**src/rtl/tx_sched_pkg.sv**
```systemverilog
// Shared constants, state encoding and frame-length helpers for the
// transmit frame scheduler.
package tx_sched_pkg;

    localparam int DEF_HEAD_CYCLES  = 136;
    localparam int DEF_LENGTH_BYTES = 16;
    localparam int DEF_N_DBPS       = 24;
    localparam int DEF_IFS_CYCLES   = 4;
    localparam int CNT_W            = 16;

    localparam logic [2:0] ST_IDLE  = 3'd0;
    localparam logic [2:0] ST_START = 3'd1;
    localparam logic [2:0] ST_HEAD  = 3'd2;
    localparam logic [2:0] ST_PSDU  = 3'd3;
    localparam logic [2:0] ST_TRAIL = 3'd4;
    localparam logic [2:0] ST_GAP   = 3'd5;

    // Tail bits plus pad up to the end of the last OFDM symbol, plus one settle cycle.
    function automatic int trail_cycles(input int lengthBytes, input int nDbps);
        int r;
        r = ((16 + 8 * lengthBytes + 7 - 1) % nDbps) + 1;
        return 7 + (nDbps - r) + 1;
    endfunction

    function automatic int frame_cycles(input int headCycles, input int lengthBytes,
                                        input int nDbps, input int ifsCycles);
        return 1 + headCycles + 8 * lengthBytes + trail_cycles(lengthBytes, nDbps)
               + ifsCycles + 1;
    endfunction

    localparam int TRAIL_CYCLES = trail_cycles(DEF_LENGTH_BYTES, DEF_N_DBPS);
    localparam int FRAME_CYCLES = frame_cycles(DEF_HEAD_CYCLES, DEF_LENGTH_BYTES,
                                               DEF_N_DBPS, DEF_IFS_CYCLES);

endpackage

```
**src/rtl/rr_arbiter.sv**
```systemverilog
// Combinational round-robin pick: first set request after the pointer,
// wrapping modulo N, returned as one-hot grant plus index.
module rr_arbiter
    import tx_sched_pkg::*;
#(
    parameter int N     = 4,
    parameter int IDX_W = 2
) (
    input  logic [N-1:0]     req_i,
    input  logic [IDX_W-1:0] ptr_i,
    output logic [N-1:0]     grant_o,
    output logic [IDX_W-1:0] idx_o,
    output logic             valid_o
);

    always_comb begin
        grant_o = '0;
        idx_o   = '0;
        valid_o = 1'b0;
        for (int off = 1; off <= N; off++) begin
            if (!valid_o && req_i[(int'(ptr_i) + off) % N]) begin
                valid_o                            = 1'b1;
                grant_o[(int'(ptr_i) + off) % N]   = 1'b1;
                idx_o                              = IDX_W'((int'(ptr_i) + off) % N);
            end
        end
    end

endmodule

```
**src/rtl/tx_frame_scheduler.sv**
```systemverilog
// Round-robin owner of a shared 802.11a transmitter: issues Start, serialises
// the owner's PSDU bytes LSB-first in the sampled cycles, then enforces the gap.
module tx_frame_scheduler
    import tx_sched_pkg::*;
#(
    parameter int N_REQ        = 4,
    parameter int LENGTH_BYTES = DEF_LENGTH_BYTES,
    parameter int N_DBPS       = DEF_N_DBPS,
    parameter int HEAD_CYCLES  = DEF_HEAD_CYCLES,
    parameter int IFS_CYCLES   = DEF_IFS_CYCLES
) (
    input  logic               Clock,
    input  logic               Reset,
    input  logic [N_REQ-1:0]   Request,
    input  logic [8*N_REQ-1:0] ByteIn,
    output logic [N_REQ-1:0]   Grant,
    output logic [N_REQ-1:0]   ByteAck,
    output logic               TxStart,
    output logic               TxInput,
    output logic               Busy,
    output logic               FrameDone
);

    localparam int IDX_W     = $clog2(N_REQ);
    localparam int TRAIL_LEN = trail_cycles(LENGTH_BYTES, N_DBPS);

    localparam logic [CNT_W-1:0] HEAD_LAST  = CNT_W'(HEAD_CYCLES - 1);
    localparam logic [CNT_W-1:0] HEAD_ACK   = CNT_W'(HEAD_CYCLES - 2);
    localparam logic [CNT_W-1:0] PSDU_LAST  = CNT_W'(8 * LENGTH_BYTES - 1);
    localparam logic [CNT_W-1:0] TRAIL_LAST = CNT_W'(TRAIL_LEN - 1);
    localparam logic [CNT_W-1:0] GAP_LAST   = CNT_W'(IFS_CYCLES - 1);
    localparam logic [CNT_W-4:0] LAST_BYTE  = (CNT_W - 3)'(LENGTH_BYTES - 1);

    logic [2:0]       state_q, state_d;
    logic [CNT_W-1:0] cnt_q, cnt_d;
    logic [IDX_W-1:0] ptr_q, ptr_d;
    logic [7:0]       shreg_q;
    logic [N_REQ-1:0] grant_q, grant_d;
    logic [N_REQ-1:0] ack_q, ack_d;
    logic             start_q, start_d;
    logic             txin_q, txin_d;
    logic             busy_q, busy_d;
    logic             done_q, done_d;
    logic             ackNext;
    logic [7:0]       laneByte;

    logic [N_REQ-1:0] arbGrant;
    logic [IDX_W-1:0] arbIdx;
    logic             arbValid;

    rr_arbiter #(
        .N     (N_REQ),
        .IDX_W (IDX_W)
    ) u_arb (
        .req_i   (Request),
        .ptr_i   (ptr_q),
        .grant_o (arbGrant),
        .idx_o   (arbIdx),
        .valid_o (arbValid)
    );

    // ptr_q doubles as the owner index while a frame is in flight.
    always_comb begin
        laneByte = '0;
        for (int i = 0; i < N_REQ; i++) begin
            if (ptr_q == IDX_W'(i)) laneByte = ByteIn[8*i +: 8];
        end
    end

    always_comb begin
        state_d = state_q;
        cnt_d   = cnt_q;
        ptr_d   = ptr_q;
        grant_d = grant_q;
        case (state_q)
            ST_IDLE: begin
                if (arbValid) begin
                    state_d = ST_START;
                    grant_d = arbGrant;
                    ptr_d   = arbIdx;
                end
            end
            ST_START: begin
                state_d = ST_HEAD;
                cnt_d   = '0;
            end
            ST_HEAD: begin
                if (cnt_q == HEAD_LAST) begin
                    state_d = ST_PSDU;
                    cnt_d   = '0;
                end else begin
                    cnt_d = cnt_q + CNT_W'(1);
                end
            end
            ST_PSDU: begin
                if (cnt_q == PSDU_LAST) begin
                    state_d = ST_TRAIL;
                    cnt_d   = '0;
                end else begin
                    cnt_d = cnt_q + CNT_W'(1);
                end
            end
            ST_TRAIL: begin
                if (cnt_q == TRAIL_LAST) begin
                    state_d = ST_GAP;
                    cnt_d   = '0;
                end else begin
                    cnt_d = cnt_q + CNT_W'(1);
                end
            end
            ST_GAP: begin
                if (cnt_q == GAP_LAST) begin
                    state_d = ST_IDLE;
                    cnt_d   = '0;
                    grant_d = '0;
                end else begin
                    cnt_d = cnt_q + CNT_W'(1);
                end
            end
            default: begin
                state_d = ST_IDLE;
                cnt_d   = '0;
                grant_d = '0;
            end
        endcase
    end

    // Outputs are decoded from the next state so they land in the same cycle as it.
    // The bit for the coming cycle is read from shreg_q before any reload takes effect.
    always_comb begin
        start_d = (state_d == ST_START);
        busy_d  = (state_d != ST_IDLE);
        txin_d  = (state_d == ST_PSDU) ? shreg_q[cnt_d[2:0]] : 1'b0;
        ackNext = ((state_d == ST_HEAD) && (cnt_d == HEAD_ACK)) ||
                  ((state_d == ST_PSDU) && (cnt_d[2:0] == 3'd6) &&
                   (cnt_d[CNT_W-1:3] != LAST_BYTE));
        ack_d   = ackNext ? grant_d : '0;
        done_d  = (state_d == ST_TRAIL) && (cnt_d == TRAIL_LAST);
    end

    // The lane is captured at the end of the cycle in which ByteAck is shown.
    always_ff @(posedge Clock or negedge Reset) begin
        if (!Reset) begin
            state_q <= ST_IDLE;
            cnt_q   <= '0;
            ptr_q   <= IDX_W'(N_REQ - 1);
            shreg_q <= '0;
            grant_q <= '0;
            ack_q   <= '0;
            start_q <= 1'b0;
            txin_q  <= 1'b0;
            busy_q  <= 1'b0;
            done_q  <= 1'b0;
        end else begin
            state_q <= state_d;
            cnt_q   <= cnt_d;
            ptr_q   <= ptr_d;
            grant_q <= grant_d;
            ack_q   <= ack_d;
            start_q <= start_d;
            txin_q  <= txin_d;
            busy_q  <= busy_d;
            done_q  <= done_d;
            if (|ack_q) shreg_q <= laneByte;
        end
    end

    assign Grant     = grant_q;
    assign ByteAck   = ack_q;
    assign TxStart   = start_q;
    assign TxInput   = txin_q;
    assign Busy      = busy_q;
    assign FrameDone = done_q;

endmodule

```
**config.mk**
```make
export PLATFORM = sky130hd
export DESIGN_NAME = tx_frame_scheduler
export DESIGN_NICKNAME = d
export VERILOG_FILES = /design/src/rtl/tx_sched_pkg.sv /design/src/rtl/rr_arbiter.sv /design/src/rtl/tx_frame_scheduler.sv
export SDC_FILE = /design/constraint.sdc
export NUM_CORES = 1
export LEC_CHECK = 0
export CAP_MARGIN = 20
export CELL_PAD_IN_SITES_DETAIL_PLACEMENT = 2
export CELL_PAD_IN_SITES_GLOBAL_PLACEMENT = 2
export CORE_MARGIN = 5
export CORE_UTILIZATION = 37
export DETAILED_ROUTE_END_ITERATION = 8
export PLACE_DENSITY_LB_ADDON = 0.1
export SLEW_MARGIN = 40
export SYNTH_ARGS = -nofsm -noshare
export SYNTH_HDL_FRONTEND = slang
export SYNTH_HIERARCHICAL = 1
export SYNTH_SLANG_ARGS = --single-unit
```
**constraint.sdc**
```tcl
create_clock -name Clock -period 6 [get_ports Clock]
set_clock_uncertainty 0.15 [all_clocks]
set_input_delay 1.2 -clock Clock [delete_from_list [all_inputs] [get_ports Clock]]
set_output_delay 1.2 -clock Clock [all_outputs]
set_load 0.02 [all_outputs]
```
==> impl_metrics.json <==
{
  "cp-end-kind": "flop",
  "whs_endpoint": "shreg_q[4]",
  "ir_drop_uv": 70.4,
  "synthDistinctLibCells": 72,
  "tightest_slew_ns": 0.747,
  "ctsResizeCount": 0,
  "setup_violations": 0,
  "track_usage": 0.186,
  "postCtsSetupRepairBufs": 0,
  "startpoint_type": "flop",
  "antenna_found_initial": 0,
  "synth-seq-area-share": 0.309,
  "ys_warn_count": 6,
  "grtUsageMet3": 0.0308,
  "cellLeakagePower_nw": 1.51,
  "mappedNetlistArea_sq_mm": 0.00332,
  "cts_tree": "yes",
  "muxShareOfSynthArea": 0.123,
  "drc_errors": 0,
  "drtPass1Iterations": 6,
  "synth.area.top_cells": "dfrtp_1 (29%), mux4_2 (6.8%), mux2_2 (4.1%)",
  "portBuffers": 49,
  "slew_headroom": 0.495,
  "antennaDiodeCount": 0,
  "fp.dieH_microns": 105,
  "drtIter0Drc": 151,
  "hold_path_class": "flop to flop",
  "power_density_mw_per_mm2": 132,
  "fillerInstances": 944,
  "vias_per_cell": 6.14,
  "crit_arrival_ns": 3.97,
  "nNetsFinal": 438,
  "min_period_ns": 3.92,
  "drv_cap": 0,
  "reg2reg_depth": 9,
  "routabilityCongestion": 0.795,
  "worstPathRequired_ns": 6.05,
  "grt_max_degree": 42,
  "ios": 50,
  "vias": 3064,
  "whs_path_depth": 1,
  "grt_pass1_wl_microns": 17000,
  "placed_cell_area_sq_mm": 0.00384,
  "core_area_sq_mm": 0.00872,
  "synthCells": 359,
  "synth-xor-area-share": 0.0132,
  "postLayoutSetupSlackWorst_ns": 2.08,
  "dpl_worst_slack_ns": 2.11,
  "wirelength_microns": 10200,
  "dp_hpwl_microns": 7790,
  "cts_buffers": 5,
  "wire_per_inst_microns": 20.5,
  "synth_edf_count": 0,
  "outcome": "finished, final reports clean",
  "timing.rr.end": "ByteAck[0]",
  "start_util": 0.381,
  "rr_startpoint": "cnt_q[0]",
  "synth_ff_type": "dfrtp_1",
  "hp-start": "shreg_q[4]",
  "clock.fmax_mhz": 255,
  "synthArstFlopShare": 1.00,
  "cts_buffer_depth": 2,
  "clockRootBuffer": "clkbuf_8",
  "fin_cells": 499,
  "synth_compound_area_frac": 0.230,
  "grt_pass1_vias": 3239,
  "rows": 34,
  "ff2ff_setup_slack_ns": 2.08,
  "path_class": "flop to flop",
  "rsz0062_at_grt": "false",
  "htree_levels": 2,
  "drive_above_1_share": 0.133,
  "insertion_delay_ns": 0.30,
  "synth_top_area_frac": 0.294,
  "tns_ns": 0,
  "synth_top_family_by_area": "compound AO/OA/AOI/OAI gates",
  "ys_seq_elements": 41,
  "synthToLayoutAreaGrowth_pct": 18.0,
  "syn-num-nets": 407,
  "grt.met1_usage": 0.257,
  "dp.cells": 491,
  "cts.sinks": 41,
  "synth_top_area_cell": "dfrtp_1",
  "top_usage_layer": "met2",
  "synthAdderAreaFrac": 0.0376,
  "synth_simple_gate_area_frac": 0.222,
  "finalHoldViolations": 0,
  "dieArea_sq_mm": 0.0110,
  "finalMaxSlewViolations": 0,
  "syn_avg_cell_area_sq_um": 9.26,
  "period_share": 0.653,
  "crit_fanout": 19,
  "overflow": 0,
  "ant_nets": 0,
  "clk_pin_slew_ns": 0.08,
  "hold_buffers": 0,
  "grtUsageMet2": 0.306,
  "stdcell_area_sq_mm": 0.00392,
  "die_x_microns": 105
}
## flip-flops by register name (all words and copies together) (netlist names)
register / cells
Busy: 1
ptr_q: 2
ByteAck: 4
cnt_q: 16
TxStart: 1
FrameDone: 1
shreg_q: 8
Grant: 4
TxInput: 1
state_q: 3
## area by class of cell
cell class / instances / area, sq um / share of cell area
flip-flops and latches: 41 / 1030 / 0.262
multi-input cells: 273 / 2110 / 0.538
clock buffers: 6 / 72.6 / 0.0185
well taps: 108 / 135 / 0.0344
clock inverters: 2 / 15.0 / 0.00383
repair buffers: 49 / 488 / 0.124
inverters: 20 / 75.1 / 0.0191
## placed cells by master, fill, tap and decap left out, drive strengths merged, types with 5 or more instances in the layout
master and n:
o31ai 9, or3 11, nor3 6, nand3 12, nor2 18, mux4 10, a31oi 10, o21ai 24
nand2b 5, dfrtp 39, inv 20, ha 10, nand2 32, mux2i 5, a21oi 13, clkdlybuf4s50 48
mux2 12, a211oi 9, nand4 10, clkbuf 6
## worst max path at each step
| stage | start | end | slack (ns) | depth (start not counted) |
|---|---|---|---|---|
| CTS | cnt_q[0] | ByteAck[0] | 2.08 | 9 |
| detailed placement | cnt_q[0] | ByteAck[0] | 2.11 | 9 |
| floorplan | Request[2] | ByteAck[0] | 2.91 | 10 |
| finish | cnt_q[0] | ByteAck[0] | 2.08 | 9 |
| global route | cnt_q[0] | ByteAck[0] | 1.84 | 9 |
| global placement | Request[0] | ByteAck[3] | 2.25 | 7 |
## cell usage after synthesis, drive strengths merged, types with 10 or more instances
cell and n:
mux2 12, or3 11, a31oi 10, a21oi 13
inv 20, mux4 10, clkbuf 13, buf 12
ha 10, nand4 10, nand2 32, o21ai 24
dfrtp 39, nor2 18, nand3 12
## layer usage
layer | wire (microns) | part of all wire
met1 | 4790 | 0.47
met2 | 4910 | 0.48
met3 | 378 | 0.037
met4 | 124 | 0.012
met5 | 0 | 0
## kinds of logic after synthesis
| family | Yosys count |
|---|---|
| buf+inv | 45 |
| fa+ha+maj | 10 |
| simple gates | 130 |
| flops | 41 |
| xor+xnor | 5 |
| compound gates | 101 |
| mux | 27 |
## metrics by stage
| stage | total power [mW] | util | hold slack, ns |
|---|---|---|---|
| finish | 0.516 | 0.450 | 0.366 |
| CTS | 0.526 | 0.450 | 0.369 |
| floorplan | 0.306 | - | 0.321 |
| global placement | 0.338 | 0.438 | 0.334 |
| detailed placement | 0.340 | 0.440 | 0.347 |
| global route | 0.539 | 0.450 | 0.390 |
## worst max-delay path, cell delays in order, from the launching register on
cell and delay, ns:
dfrtp_1 0.46, ha_1 0.30, or3b_2 0.46, or4_4 0.52, a2bb2oi_4 0.22, and3_1 0.69
a21oi_1 0.23, a211oi_4 0.33, a41oi_2 0.21, a211oi_1 0.27
## power by group
group / switching, mW / internal (mW) / total, mW
logic: 0.0207 / 0.0324 / 0.0531
registers: 0.00141 / 0.279 / 0.280
clock network: 0.101 / 0.0820 / 0.183
total: 0.123 / 0.393 / 0.516
No activity file was read; power rests on OpenSTA's default activity.
